`config.mk`:
```
export PLATFORM = sky130hd
export DESIGN_NAME = serial_adder
export DESIGN_NICKNAME = d
export VERILOG_FILES = /design/src/rtl/serial_adder_pkg.sv /design/src/rtl/fa_cell.sv /design/src/rtl/serial_adder.sv
export SDC_FILE = /design/constraint.sdc
export NUM_CORES = 1
export LEC_CHECK = 0
export BUFFER_PORTS_ARGS = -buffer_cell sky130_fd_sc_hd__buf_2
export CELL_PAD_IN_SITES_DETAIL_PLACEMENT = 0
export CELL_PAD_IN_SITES_GLOBAL_PLACEMENT = 1
export CORE_ASPECT_RATIO = 1.1
export CORE_MARGIN = 4
export CORE_UTILIZATION = 41
export CTS_CLUSTER_DIAMETER = 80
export DETAILED_ROUTE_END_ITERATION = 10
export GPL_ROUTABILITY_DRIVEN = 1
export HOLD_SLACK_MARGIN = 0.05
export PLACE_DENSITY_LB_ADDON = 0.1
export SYNTH_ARGS = -nofsm -noshare
export SYNTH_HDL_FRONTEND = slang
export SYNTH_SLANG_ARGS = --single-unit
```
`constraint.sdc`:
```
create_clock -name clk -period 1.6 [get_ports clk]
set_input_delay 0.16 -clock clk [delete_from_list [all_inputs] [get_ports clk]]
set_output_delay 0.16 -clock clk [all_outputs]
set_load 0.02 [all_outputs]
```
`src/rtl/serial_adder_pkg.sv`:
```
// serial_adder_pkg: FSM state type and encodings shared by serial_adder
package serial_adder_pkg;
  typedef enum logic [1:0] {IDLE = 2'd0, RUN = 2'd1, DONE = 2'd2} state_t;
endpackage

```
`src/rtl/fa_cell.sv`:
```
// fa_cell: 1-bit full adder used as the ripple element of each chunk
module fa_cell (
  input  logic a,
  input  logic b,
  input  logic ci,
  output logic s,
  output logic co
);
  assign s  = a ^ b ^ ci;
  assign co = (a & b) | (ci & (a ^ b));
endmodule

```
`src/rtl/serial_adder.sv`:
```
// serial_adder: chunk-serial adder, BITS_PER_CYCLE bits per clock; SERIAL_ADDER_OVF_EN adds signed-overflow output ovf
module serial_adder
  import serial_adder_pkg::*;
#(
  parameter int WIDTH          = 8,
  parameter int BITS_PER_CYCLE = 1
) (
  input  logic             clk,
  input  logic             rst_n,
  input  logic             start,
  input  logic [WIDTH-1:0] a,
  input  logic [WIDTH-1:0] b,
  input  logic             cin,
  output logic             busy,
  output logic             done,
  output logic [WIDTH-1:0] sum,
`ifdef SERIAL_ADDER_OVF_EN
  output logic             ovf,
`endif
  output logic             cout
);
  localparam int N  = WIDTH / BITS_PER_CYCLE;
  localparam int CW = N > 1 ? $clog2(N) : 1;
  if (WIDTH < 1 || BITS_PER_CYCLE < 1 || WIDTH % BITS_PER_CYCLE != 0) begin : g_bad_cfg
    $error("serial_adder: WIDTH must be a positive multiple of BITS_PER_CYCLE");
  end
  state_t                    state;
  logic [WIDTH-1:0]          ra, rb, acc, acc_nx;
  logic                      carry;
  logic [CW-1:0]             cnt;
  logic [BITS_PER_CYCLE-1:0] s;
  logic [BITS_PER_CYCLE:0]   c;
  logic                      last;
  assign c[0] = carry;
  for (genvar i = 0; i < BITS_PER_CYCLE; i++) begin : g_fa
    fa_cell u_fa (.a(ra[i]), .b(rb[i]), .ci(c[i]), .s(s[i]), .co(c[i+1]));
  end
  // new chunk enters at the top so the LSB chunk ends up at bit 0 after N shifts
  assign acc_nx = (acc >> BITS_PER_CYCLE) | (WIDTH'(s) << (WIDTH - BITS_PER_CYCLE));
  assign last   = cnt == CW'(N - 1);
  // FSM, operand shifters, result assembly and registered outputs
  always_ff @(posedge clk)
    if (!rst_n) begin
      state <= IDLE;
      busy  <= 1'b0;
      done  <= 1'b0;
      sum   <= '0;
      cout  <= 1'b0;
      carry <= 1'b0;
      cnt   <= '0;
      ra    <= '0;
      rb    <= '0;
      acc   <= '0;
`ifdef SERIAL_ADDER_OVF_EN
      ovf   <= 1'b0;
`endif
    end else begin
      done <= 1'b0;
      if (state == RUN) begin
        ra    <= ra >> BITS_PER_CYCLE;
        rb    <= rb >> BITS_PER_CYCLE;
        acc   <= acc_nx;
        carry <= c[BITS_PER_CYCLE];
        cnt   <= cnt + CW'(1);
        if (last) begin
          state <= DONE;
          busy  <= 1'b0;
          done  <= 1'b1;
          sum   <= acc_nx;
          cout  <= c[BITS_PER_CYCLE];
`ifdef SERIAL_ADDER_OVF_EN
          ovf   <= c[BITS_PER_CYCLE-1] ^ c[BITS_PER_CYCLE];
`endif
        end
      end else if (start) begin
        state <= RUN;
        busy  <= 1'b1;
        ra    <= a;
        rb    <= b;
        carry <= cin;
        cnt   <= '0;
      end else
        state <= IDLE;
    end
endmodule

```
==> reports/qor.txt <==
status: completed
Resize count post-CTS: 0
Setup TNS Final: 0 ns
kind of critical path: reg2reg
Vias: 1261
Final Cycle Share: 86.8%
LEAKAGE: 0.846 nW
CP max stage delay: 0.41 ns
top cells by area, synth: dfxtp_1 (48%), mux2i_1 (10%), nand2_1 (6.1%), nand3_1 (6.0%), a21boi_2 (4.7%)
WP data arrival: 1.62 ns
Synth warnings: 0
Clock Skew: 0.00446 ns
H-tree depth: 2
Flop pwr share: 55.1%
full die area: 0.00513 mm²
Yosys top cell area share: 48.2%
Power Dens Cells: 1020 mW/mm²
commonest non-fill, non-tap cell in the layout: dfxtp_1
FF-to-FF path depth: 5
met2 usage: 22.2%
Final Hold Viols: 0
Clock Power Share: 35.4%
Slowest-stage cell, CP: and3b_1
Int Power: 1.48 mW
count of cell types in the netlist: 25
Die Span Y: 74.7 µm
Hold Path Stages: 3
WL final: 3150 µm
Skew-Pair Late Insertion Delay: 0.29 ns
DPL Wire Length: 2130 µm
Cell Chain, Critical Path: ha_1 -> ha_1 -> and3b_1 -> nand3_1 -> nand2_1
CTS Buf Count: 5
clk buf depth: 2
worst hold path type: in2reg
Seq cells post-synth: 40
first-pass GRT wire length: 5260 µm
grt ovf: 0
gpl congestion: 0.712
cell count after synthesis: 175
Core Region: 0.00393 mm²
# hold bufs at CTS: 0
diode count: 0
I/O pins: 31
RSZ-0062 raised after global routing: false
gr usage total: 13.8%
largest area contributor in the netlist: dfxtp_1
layout cells sized above 1: 23.6%
met3 usage: 5.22%
largest net degree at the start of global routing: 35
remaining antenna violation count: 0
Fillers: 406
net switching power figure: 460 µW
Crit. End Element: flop
Most Frequent Cell on Critical Path: ha_1
std cell rows: 24
drt first-iter violations: 55
register area share after synthesis: 48.2%
fin. max-slew vios: 0
syn nets: 198
Rel. slew slack: 61.8%
worst hold margin: 0.111 ns
vias per cell: 4.95
Fmax: 720 MHz
M1 GR Usage: 16.6%
most frequent cells in the layout: dfxtp_1 (40), buf_2 (30), nand2_1 (27), nand3_1 (20), mux2i_1 (17)
vias in the first global route: 1188
CP max FO: 12
Peak VDD IR: 0.000463 V
area growth from synthesis to layout: 13.9%
Initial Util: 42.2%
CP Launch Type: flop
synthesized area: 0.00166 mm²
initial antenna violation count: 0
Setup Viol. Count Final: 0
Clock transition at path regs: 0.07 ns
Die X: 68.7 µm
Avg WL per Cell: 12.4 µm
sw frac: 23.8%
worst-margin pin slew: 0.573 ns
DRC Markers: 0
DRT Pass-1 Iters: 4
TritonCTS clock tree: yes
I/O Buffers: 30
Comb power frac: 9.5%
clk root buf: clkbuf_8
Avg Cell Area, Syn: 9.49 µm²
Final min period: 1.39 ns
max_cap viols: 0
Nets: 225
CTS sink count: 40
Required @ worst endpoint: 1.83 ns
Top Usage Layer GRT: met2
Post-CTS Setup Repair Bufs: 0
[final cells by class]
type	instances	area, µm²	share of cell area (%)
Tap cell	52	65.1	3.44
Multi-Input combinational cell	121	756	39.9
Timing Repair Buffer	34	180	9.52
Clock buffer	8	90.1	4.76
Sequential cell	40	801	42.3
[kinds of logic after synthesis]
kind of cell	share of synthesized area [%]
and+or+nand+nor	17.1
adders and majority gates	2.71
DFF	48.2
muxes	10.2
AOI/OAI and AO/OA	15.4
buffers and inverters	6.25
[metal layers]
| layer | vias up | routed length (µm) |
|---|---|---|
| met5 | - | 0 |
| met4 | 0 | 45 |
| met3 | 5 | 154 |
| met2 | 26 | 1450 |
| met1 | 569 | 1500 |
| li1 | 661 | - |
[power by group through the flow]
stage	combinational [mW]	sequential [mW]	clock, mW
after floorplan	0.147	1.09	0
after global placement	0.182	1.09	0
after detailed placement	0.185	1.09	0
after CTS	0.185	1.07	0.709
after global routing	0.206	1.07	0.755
final	0.184	1.07	0.686
[Yosys cell counts]
library cell,count
a21boi_0,1
a21boi_1,1
a21boi_2,7
a21oi_1,15
and2_1,2
and2b_1,1
and3b_1,1
buf_2,5
buf_4,4
buf_6,4
clkbuf_1,1
dfxtp_1,40
fa_1,1
ha_1,2
mux2i_1,17
nand2_1,27
nand2b_1,1
nand3_1,20
nand3b_1,3
nor2_1,3
nor2_2,1
nor3b_1,1
o21a_1,1
o21ai_0,10
o21ai_1,6
[metrics by stage]
stage	power (mW)	setup WS, ns	area [µm²]	util [%]	cells
final	1.94	0.212	1890	48.1	255
after global routing	2.03	0.0465	1890	48.1	255
after CTS	1.96	0.198	1890	48.1	255
after detailed placement	1.27	0.219	1800	45.8	247
after global placement	1.27	0.277	1800	45.8	247
after floorplan	1.23	0.354	1660	-	175
[worst max-delay path: cells and delay by family, from the launching register on]
family / cells / cell delay [ns]
AND/OR/NAND/NOR: 3 / 0.64
adder cells (fa/ha/maj): 2 / 0.32
flip-flops: 1 / 0.37
[path summary, 6_finish.rpt]
| kind | start | endpoint | slack (ns) |
|---|---|---|---|
| min reg2reg | sum[2]$_SDFFE_PN0P_ | sum[2]$_SDFFE_PN0P_ | 0.45 |
| min | b[7] | rb[7]$_SDFFE_PP0P_ | 0.11 |
| max | cnt[0]$_SDFFE_PN0P_ | sum[7]$_SDFFE_PN0P_ | 0.21 |
| max reg2reg | cnt[0]$_SDFFE_PN0P_ | sum[7]$_SDFFE_PN0P_ | 0.21 |
[flip-flops by register name, indices dropped and copies added (netlist names)]
name   flops
state      2
rb         8
carry      1
cout       1
acc        7
done       1
cnt        3
ra         8
sum        8
busy       1
Power figures use the tool's default switching activity.
